<file path="config.mk">
export PLATFORM = sky130hd
export DESIGN_NAME = playback_streamer
export DESIGN_NICKNAME = d
export VERILOG_FILES = /design/src/rtl/playback_streamer.sv
export SDC_FILE = /design/constraint.sdc
export NUM_CORES = 1
export LEC_CHECK = 0
export ABC_AREA = 0
export BUFFER_PORTS_ARGS = -buffer_cell sky130_fd_sc_hd__buf_2
export CAP_MARGIN = 20
export CORE_ASPECT_RATIO = 1.1
export CORE_MARGIN = 1
export CORE_UTILIZATION = 45
export CTS_BUF_LIST = sky130_fd_sc_hd__clkbuf_4 sky130_fd_sc_hd__clkbuf_8
export DETAILED_ROUTE_END_ITERATION = 6
export GPL_ROUTABILITY_DRIVEN = 0
export GPL_TIMING_DRIVEN = 0
export PLACE_DENSITY_LB_ADDON = 0.25
export SYNTH_ARGS = -nofsm -noshare
export SYNTH_HDL_FRONTEND = slang
export SYNTH_SLANG_ARGS = --single-unit
</file>
<file path="constraint.sdc">
create_clock -name clk -period 2.1 [get_ports clk]
set_input_delay 0.21 -clock clk [delete_from_list [all_inputs] [get_ports clk]]
set_output_delay 0.21 -clock clk [all_outputs]
set_load 0.01 [all_outputs]
</file>
<file path="src/rtl/playback_streamer.sv">
// Plays one output-buffer window to both codec DAC sinks, sample by sample.
// First valid 2 cycles after go_in. A channel's data is held until that channel accepts it.
module playback_streamer #(
  parameter int WINDOW_LEN  = 1024,
  parameter int NUM_WINDOWS = 8,
  parameter int ADDR_W      = 13
) (
  input  logic                           clk,
  input  logic                           reset,
  input  logic                           go_in,
  input  logic [$clog2(NUM_WINDOWS)-1:0] window_start,
  output logic [ADDR_W-1:0]              out_buf_addr,
  input  logic [15:0]                    out_buf_q,
  output logic [15:0]                    left_out_data,
  output logic                           left_out_valid,
  input  logic                           left_out_ready,
  output logic [15:0]                    right_out_data,
  output logic                           right_out_valid,
  input  logic                           right_out_ready,
  output logic                           busy,
  output logic                           done_out,
  output logic                           overrun
);

  localparam int IDX_W = $clog2(WINDOW_LEN);
  localparam int WIN_W = $clog2(NUM_WINDOWS);
  localparam logic [IDX_W-1:0] LAST_IDX = IDX_W'(WINDOW_LEN - 1);

  typedef enum logic [1:0] {IDLE, ADDR, CAPTURE, PRESENT} state_t;

  state_t             state;
  logic [ADDR_W-1:0]  base;
  logic [IDX_W-1:0]   idx;
  logic               pend;
  logic [WIN_W-1:0]   pend_win;
  logic               left_acc;
  logic               right_acc;

  logic               left_hs;
  logic               right_hs;
  logic               left_done;
  logic               right_done;
  logic [ADDR_W-1:0]  start_base;

  assign left_hs    = left_out_valid && left_out_ready;
  assign right_hs   = right_out_valid && right_out_ready;
  assign left_done  = left_acc || left_hs;
  assign right_done = right_acc || right_hs;
  // A queued start takes priority over a fresh go_in arriving in the same IDLE cycle.
  assign start_base = ADDR_W'(pend ? pend_win : window_start) << IDX_W;

  always_ff @(posedge clk or posedge reset) begin
    if (reset) begin
      state           <= IDLE;
      base            <= '0;
      idx             <= '0;
      pend            <= 1'b0;
      pend_win        <= '0;
      left_acc        <= 1'b0;
      right_acc       <= 1'b0;
      out_buf_addr    <= '0;
      left_out_data   <= '0;
      right_out_data  <= '0;
      left_out_valid  <= 1'b0;
      right_out_valid <= 1'b0;
      busy            <= 1'b0;
      done_out        <= 1'b0;
      overrun         <= 1'b0;
    end else begin
      done_out <= 1'b0;

      if (state != IDLE && go_in) begin
        pend     <= 1'b1;
        pend_win <= window_start;
        if (pend) overrun <= 1'b1;
      end

      case (state)
        IDLE: begin
          if (pend || go_in) begin
            base         <= start_base;
            out_buf_addr <= start_base;
            idx          <= '0;
            busy         <= 1'b1;
            state        <= ADDR;
            pend         <= pend && go_in;
            if (pend && go_in) pend_win <= window_start;
          end
        end
        ADDR: state <= CAPTURE;
        CAPTURE: begin
          left_out_data   <= out_buf_q;
          right_out_data  <= out_buf_q;
          left_out_valid  <= 1'b1;
          right_out_valid <= 1'b1;
          left_acc        <= 1'b0;
          right_acc       <= 1'b0;
          state           <= PRESENT;
        end
        PRESENT: begin
          if (left_hs) begin
            left_out_valid <= 1'b0;
            left_acc       <= 1'b1;
          end
          if (right_hs) begin
            right_out_valid <= 1'b0;
            right_acc       <= 1'b1;
          end
          // Final sample finishes on the accepting edge; earlier samples advance one edge later.
          if (left_done && right_done && idx == LAST_IDX) begin
            done_out <= 1'b1;
            busy     <= 1'b0;
            state    <= IDLE;
          end else if (left_acc && right_acc) begin
            idx          <= idx + IDX_W'(1);
            out_buf_addr <= base + ADDR_W'(idx) + ADDR_W'(1);
            state        <= ADDR;
          end
        end
        default: state <= IDLE;
      endcase
    end
  end

endmodule

</file>
==> metrics.cfg, run 1 <==
[synth]
synth_flop_cell=dfrtp_1
synthCells=227
ys_ff_latch=45
synth_largest_area_cell=dfrtp_1
synth_cell_types=56
synthMostInstantiatedCell=dfrtp_1
synth_common_cells=dfrtp_1 (45), nand2_1 (25), mux2_2 (19)
ys_warn_count=0
synth_area_leaders=dfrtp_1 (47%), mux2_2 (8.8%), buf_4 (5.3%)
yosysSeqAreaShare_pct=46.5
syn_area_um2=2420
syn_nets=255
synth_edf_count=0
synth_area_per_cell_um2=10.7
async_flop_share_pct=100
synth_top_area_share_pct=46.5

[clock_tree]
cts.sinks=45
clk_latency_ns=0.30
root_buffer=clkbuf_8
cts_buffers=5
cts_tree=yes
htree_levels=2
clk_pin_slew_worst_paths_ns=0.09
cts_max_path_buffers=2

[setup_path]
r2r-start=state[0]
path_class=flop to flop
worstSetupStartpointType=flop
worstSetupStartpoint=state[0]
cp.arrival_ns=2.22
r2r_end=out_buf_addr[10]
end_kind=flop
worstPathMaxFanout=7
r2r_cells=7
reg2reg_slack_ns=0.07
cp.required_ns=2.29

[timing]
layout_setup_ws_ns=0.0698
worstMarginPinSlew_ns=0.848
setup_viol=0
fin_skew_ns=0.00745
hold_ws_ns=0.108
fmax_mhz=493
maxSlewHeadroom_pct=43.3
finalMaxSlewViolations=0
min_period_ns=2.03
finalCritPeriodShare_pct=96.7
hold_viol_final=0

[finish]
drive_gt1_share_pct=46.2
final_area_um2=3130
synthToLayoutAreaGrowth_pct=29.4
layout.nets=343
fillers=439
final_util_pct=61.4
num_antenna_cells=0

[placement]
preCtsSetupSlack_ns=-0.00256
portBuffers=73
place_area_um2=2900
post-dp-hpwl_mm=3.85

[detailed_routing]
wl_per_cell_um=13.8
dr.first_iter.drc_count=119
ant_nets=0
drcViolationCount=0
wl_mm=5.37
vias_per_cell=5.21
firstDrtPassIters=4
vias=2023

[floorplan]
ios=74
initial_core_util_pct=47.4
row_count=27
coreArea_um2=5100
fp.dieH_um=78.9
dieWidth_um=71.9
die-area_um2=5680

[worst_hold_path]
hp-class=input pin to flop
holdPathEnd=right_out_valid
hold_depth=2
min_from=right_out_ready

[power]
ir_worst_vdd_mv=0.870
p_comb_share_pct=52.1
swShare_pct=38.0
intPower_mw=2.73
p_sw_mw=1.67
p_per_area_nw_per_um2=1410
seq_power_share_pct=32.2
power_frac_clock_pct=15.7
power_mw=4.40
leakage_nw=1.47

[global_route]
antenna_found_initial=0
grt_pass1_vias=1859
grt_max_degree=31
gr-total-overflow=0
grt.total_usage_pct=20.3
grt_pass1_wl_mm=8.83

[job]
maxCapViolCount=0

[run_status]
status=completed

metrics by stage:
| step | cells | setup TNS (ns) |
|---|---|---|
| final | 388 | 0 |
| after global routing | 388 | -0.0115 |
| after CTS | 382 | 0 |
| after detailed placement | 373 | -0.00256 |
| after global placement | 372 | 0 |
| after floorplan | 227 | 0 |
cell type report:
type                       instances  area (um2)  area share (%)
buffer                            23         161            5.16
tap                               72        90.1            2.88
timing repair buffer              81         440            14.1
multi-input combinational        146        1140            36.5
clock buffer                       6        82.6            2.64
clock inverter                     2        37.5            1.20
sequential                        45        1130            36.0
inverter                          13        48.8            1.56
flip-flops by register name, indices dropped and copies added, names as in the netlist:
| name | flops |
|---|---|
| out_buf_addr | 13 |
| done_out | 1 |
| right_acc | 1 |
| state | 2 |
| base | 3 |
| left_acc | 1 |
| overrun | 1 |
| left_out_valid | 1 |
| busy | 1 |
| right_out_valid | 1 |
| right_out_data | 16 |
| pend_win | 3 |
| pend | 1 |
power by group through the flow:
stage                     registers [mW]  clock network (mW)  logic [mW]
after detailed placement            1.43                   0        2.12
after CTS                           1.41               0.712        2.14
after floorplan                     1.50                   0        1.38
final                               1.42               0.691        2.30
after global routing                1.46               0.734        2.51
after global placement              1.41                   0        2.08
critical path, cell delays in order (launching register included):
cell	delay, ns
dfrtp_1	0.39
buf_4	0.16
ha_4	0.17
a21boi_4	0.15
or3_4	0.39
buf_6	0.15
a31oi_4	0.20
mux2_4	0.32
cell families after synthesis:
group,after synthesis,share of synthesized area [%]
simple gates,68,16.0
compound gates,49,15.2
flops,45,46.5
buf+inv,36,8.63
mux,25,11.6
fa+ha+maj,4,2.07
per-layer routing:
metal	GRT usage, %	up-vias	share of wire, %
met2	34.0	47	50
met4	9.02	0	2.1
met3	4.44	9	3.7
met1	25.0	978	44
li1	-	989	-
met5	0	-	0
worst max-delay path by stage:
stage / end / slack (ns)
floorplan: out_buf_addr[10] / 0.16
global placement: out_buf_addr[10] / 0.01
detailed placement: out_buf_addr[10] / -0.003
CTS: right_out_data[0] / 0.03
global route: out_buf_addr[3] / -0.007
finish: out_buf_addr[10] / 0.07
layout by cell type, fill, tap and decap left out, types with 3 or more instances in the layout:
cell / Yosys / layout
a21oi_1: 5 / 5
buf_2: 2 / 75
buf_4: 17 / 23
clkbuf_8: 0 / 6
dfrtp_1: 45 / 44
inv_1: 13 / 11
mux2_2: 19 / 19
mux2i_1: 4 / 4
nand2_1: 25 / 25
nand2b_1: 3 / 3
nand3_1: 6 / 6
nand4_1: 3 / 3
nor2_1: 9 / 9
nor4_1: 3 / 3
o211ai_1: 6 / 6
o21ai_0: 5 / 5
o21ai_1: 5 / 5
o22ai_1: 3 / 3
timing repair:
action                                 in CTS  in global routing
buffers inserted                            0                  6
resized for setup                           1                 14
pin swaps                                   0                  2
setup endpoints to repair                   2                 13
hold buffers                                1                  0
endpoints found under the hold margin      15                  0
Note: power is estimated with default switching activity, not from simulation.
==> inputs of run 2 (changes only) <==
--- a/config.mk
+++ b/config.mk
@@ -10,3 +10,2 @@
 export CAP_MARGIN = 20
-export CORE_ASPECT_RATIO = 1.1
 export CORE_MARGIN = 1
==> constraint.sdc (replaced) <==
create_clock -name clk -period 2.1 [get_ports clk]
set_input_delay 0 -clock clk [delete_from_list [all_inputs] [get_ports clk]]
set_output_delay 0 -clock clk [all_outputs]
set_load 0.01 [all_outputs]
==> run 2 against run 1 <==
Combinational power shrank 4%; sequential power is essentially flat; clock skew shrank 0.0036 ns; count of clock-buffer cells in the layout is the same; worst setup slack gained 0.0041 ns; maximum frequency grew 0.20%; sequential cell count is the same; die area is essentially flat; register-to-register slack is essentially flat; core utilization grew 3.0 points; non-clock buffer count grew 19; wire length grew 4.2%; critical endpoint unchanged.
==> metrics.cfg, run 2 (synthesis results as in run 1) <==
[run_status]
status=completed

[finish]
drive_gt1_share_pct=41.8  ; -4.4 points
layout.nets=362  ; +5.5%
layout_common_cells=buf_2 (75), dfrtp_1 (45), nand2_1 (25)
largest_reg_flops=16  ; unchanged
num_antenna_cells=0  ; unchanged
final_common_cell=buf_2
largest-register=right_out_data
final_cell_count_no_fill=405  ; +4.4%
reg.largest.list=right_out_data: 16 flops, out_buf_addr: 13 flops
synthToLayoutAreaGrowth_pct=36.8
final_area_um2=3310  ; +5.8%

[global_route]
grt_pass1_wl_mm=8.85  ; +0.23%
met1_usage_pct=25.6  ; +0.55 points
busiest_layer=met2
gr-total-overflow=0  ; unchanged
grt_max_degree=24  ; -23%
met2_usage_pct=36.7  ; +2.7 points
antenna_found_initial=0  ; unchanged
grt_pass1_vias=1955  ; +5.2%
use_met3_pct=3.57  ; -0.87 points
grt.total_usage_pct=20.6  ; +0.31 points

[power]
swShare_pct=38.0  ; about the same
intPower_mw=2.69  ; -1.5%
power_frac_clock_pct=16.3  ; +0.6 points
ir_worst_vdd_mv=0.731  ; -16%
p_sw_mw=1.65  ; -1.6%
leakage_nw=1.56  ; +6.0%
p_comb_share_pct=51.0  ; -1.1 points
p_per_area_nw_per_um2=1310  ; -6.9%
seq_power_share_pct=32.7  ; +0.5 points

[placement]
dp_cells=371  ; -0.54%
portBuffers=73  ; unchanged
place_area_um2=2900  ; +0.17%
post-dp-hpwl_mm=3.76  ; -2.4%

[clock_tree]
cts.sinks=45  ; unchanged
root_buffer=clkbuf_8
cts_tree=yes
cts_max_path_buffers=2  ; unchanged
clk_pin_slew_worst_paths_ns=0.09  ; about the same
htree_levels=2  ; unchanged
clk_latency_ns=0.30  ; about the same
cts_buffers=5  ; unchanged

[setup_path]
crit_end=out_buf_addr[10]
worstSetupStartpoint=state[1]
r2r_end=out_buf_addr[10]
cp.required_ns=2.29  ; about the same
path_class=flop to flop
cp.arrival_ns=2.22  ; about the same
r2r_cells=7  ; unchanged
reg2reg_slack_ns=0.07  ; about the same
end_kind=flop
worstSetupStartpointType=flop
r2r-start=state[1]
worstPathMaxFanout=8  ; +1

[timing]
min_period_ns=2.03  ; -0.00407 ns
worstMarginPinSlew_ns=0.706  ; -0.142 ns
rsz0062_at_grt=yes
hold_ws_ns=0.295  ; +0.187 ns
finalMaxSlewViolations=0  ; unchanged
fin_skew_ns=0.00381  ; -0.00364 ns
setup_tns_ns=0  ; unchanged
hold_viol_final=0  ; unchanged
maxSlewHeadroom_pct=52.8  ; +9.5 points
setup_viol=0  ; unchanged
fmax_mhz=494  ; +0.20%
finalCritPeriodShare_pct=96.5  ; -0.19 points

[detailed_routing]
drcViolationCount=0  ; unchanged
ant_nets=0  ; unchanged
vias_per_cell=5.19  ; -0.55%
wl_per_cell_um=13.8  ; -0.22%
firstDrtPassIters=4  ; unchanged
dr.first_iter.drc_count=126  ; +5.9%
wl_mm=5.59  ; +4.2%
vias=2100  ; +3.8%

[floorplan]
coreArea_um2=5140  ; +0.76%
row_count=26  ; -3.7%
die-area_um2=5670  ; about the same
dieWidth_um=75.3  ; +4.7%
ios=74  ; unchanged
fp.dieH_um=75.3  ; -4.5%
initial_core_util_pct=47.1  ; -0.36 points

[worst_hold_path]
hp-class=input pin to asynchronous set/reset pin

[job]
maxCapViolCount=0  ; unchanged

[run 2: cell types whose count changed in the layout (fill, tap and decap cells not counted), sizes merged]
cell | before | now
dlygate4sd3 | 1 | 23
clkinvlp | 1 | 0
inv | 13 | 14
buf | 100 | 98
clkbuf | 9 | 8
[run 2: critical path: stages, from the launching register on]
cell,delay [ns]
dfrtp_1,0.43
inv_1,0.11
ha_4,0.20
nor3b_2,0.18
or3_1,0.33
buf_6,0.15
a31oi_4,0.19
mux2_4,0.32
[run 2: timing repair]
item,4_1_cts,5_1_grt
setup endpoints to repair,8,10
hold endpoints to repair,45,0
cloned,0,0
resized for setup,2,4
pin swaps,0,1
hold buffers,23,0
buffers inserted,0,4
[run 2: power by group through the flow]
stage	sequential [mW]	combinational, mW	clock (mW)
floorplan	1.50	1.38	0
global placement	1.41	2.09	0
detailed placement	1.43	2.12	0
CTS	1.41	2.17	0.724
global route	1.46	2.43	0.752
finish	1.42	2.21	0.707
[run 2: layer usage]
metal	vias to the layer above	share of wire, %
met2	41	52
met3	6	3.1
met1	1028	44
li1	1025	-
met5	-	0
met4	0	1.2
[run 2: cell type report]
class                      count  area [um2]
fill                         452        1830
sequential                    45        1130
multi-input combinational    146        1110
timing repair buffer         101         653
buffer                        22         158
tap                           70        87.6
clock buffer                   6        82.6
inverter                      13        48.8
clock inverter                 2        41.3
[run 2: worst min-delay path by stage]
stage | startpoint | to | slack (ns) | cells past startpoint
after floorplan | left_out_ready | left_out_valid | 0.11 | 1
after global placement | left_out_ready | left_out_valid | 0.21 | 2
after detailed placement | reset | right_out_data[12] | 0.08 | 2
after CTS | reset | right_out_data[12] | 0.30 | 3
after global routing | reset | right_out_data[12] | 0.34 | 3
final | reset | right_out_data[12] | 0.29 | 3
[run 2: stage by stage]
step	setup slack [ns]	total power [mW]	util [%]
after floorplan	0.164	2.89	-
after global placement	0.00146	3.50	55.9
after detailed placement	-0.0105	3.55	56.4
after CTS	0.0239	4.31	63.4
after global routing	-0.0263	4.64	64.4
final	0.0739	4.33	64.4
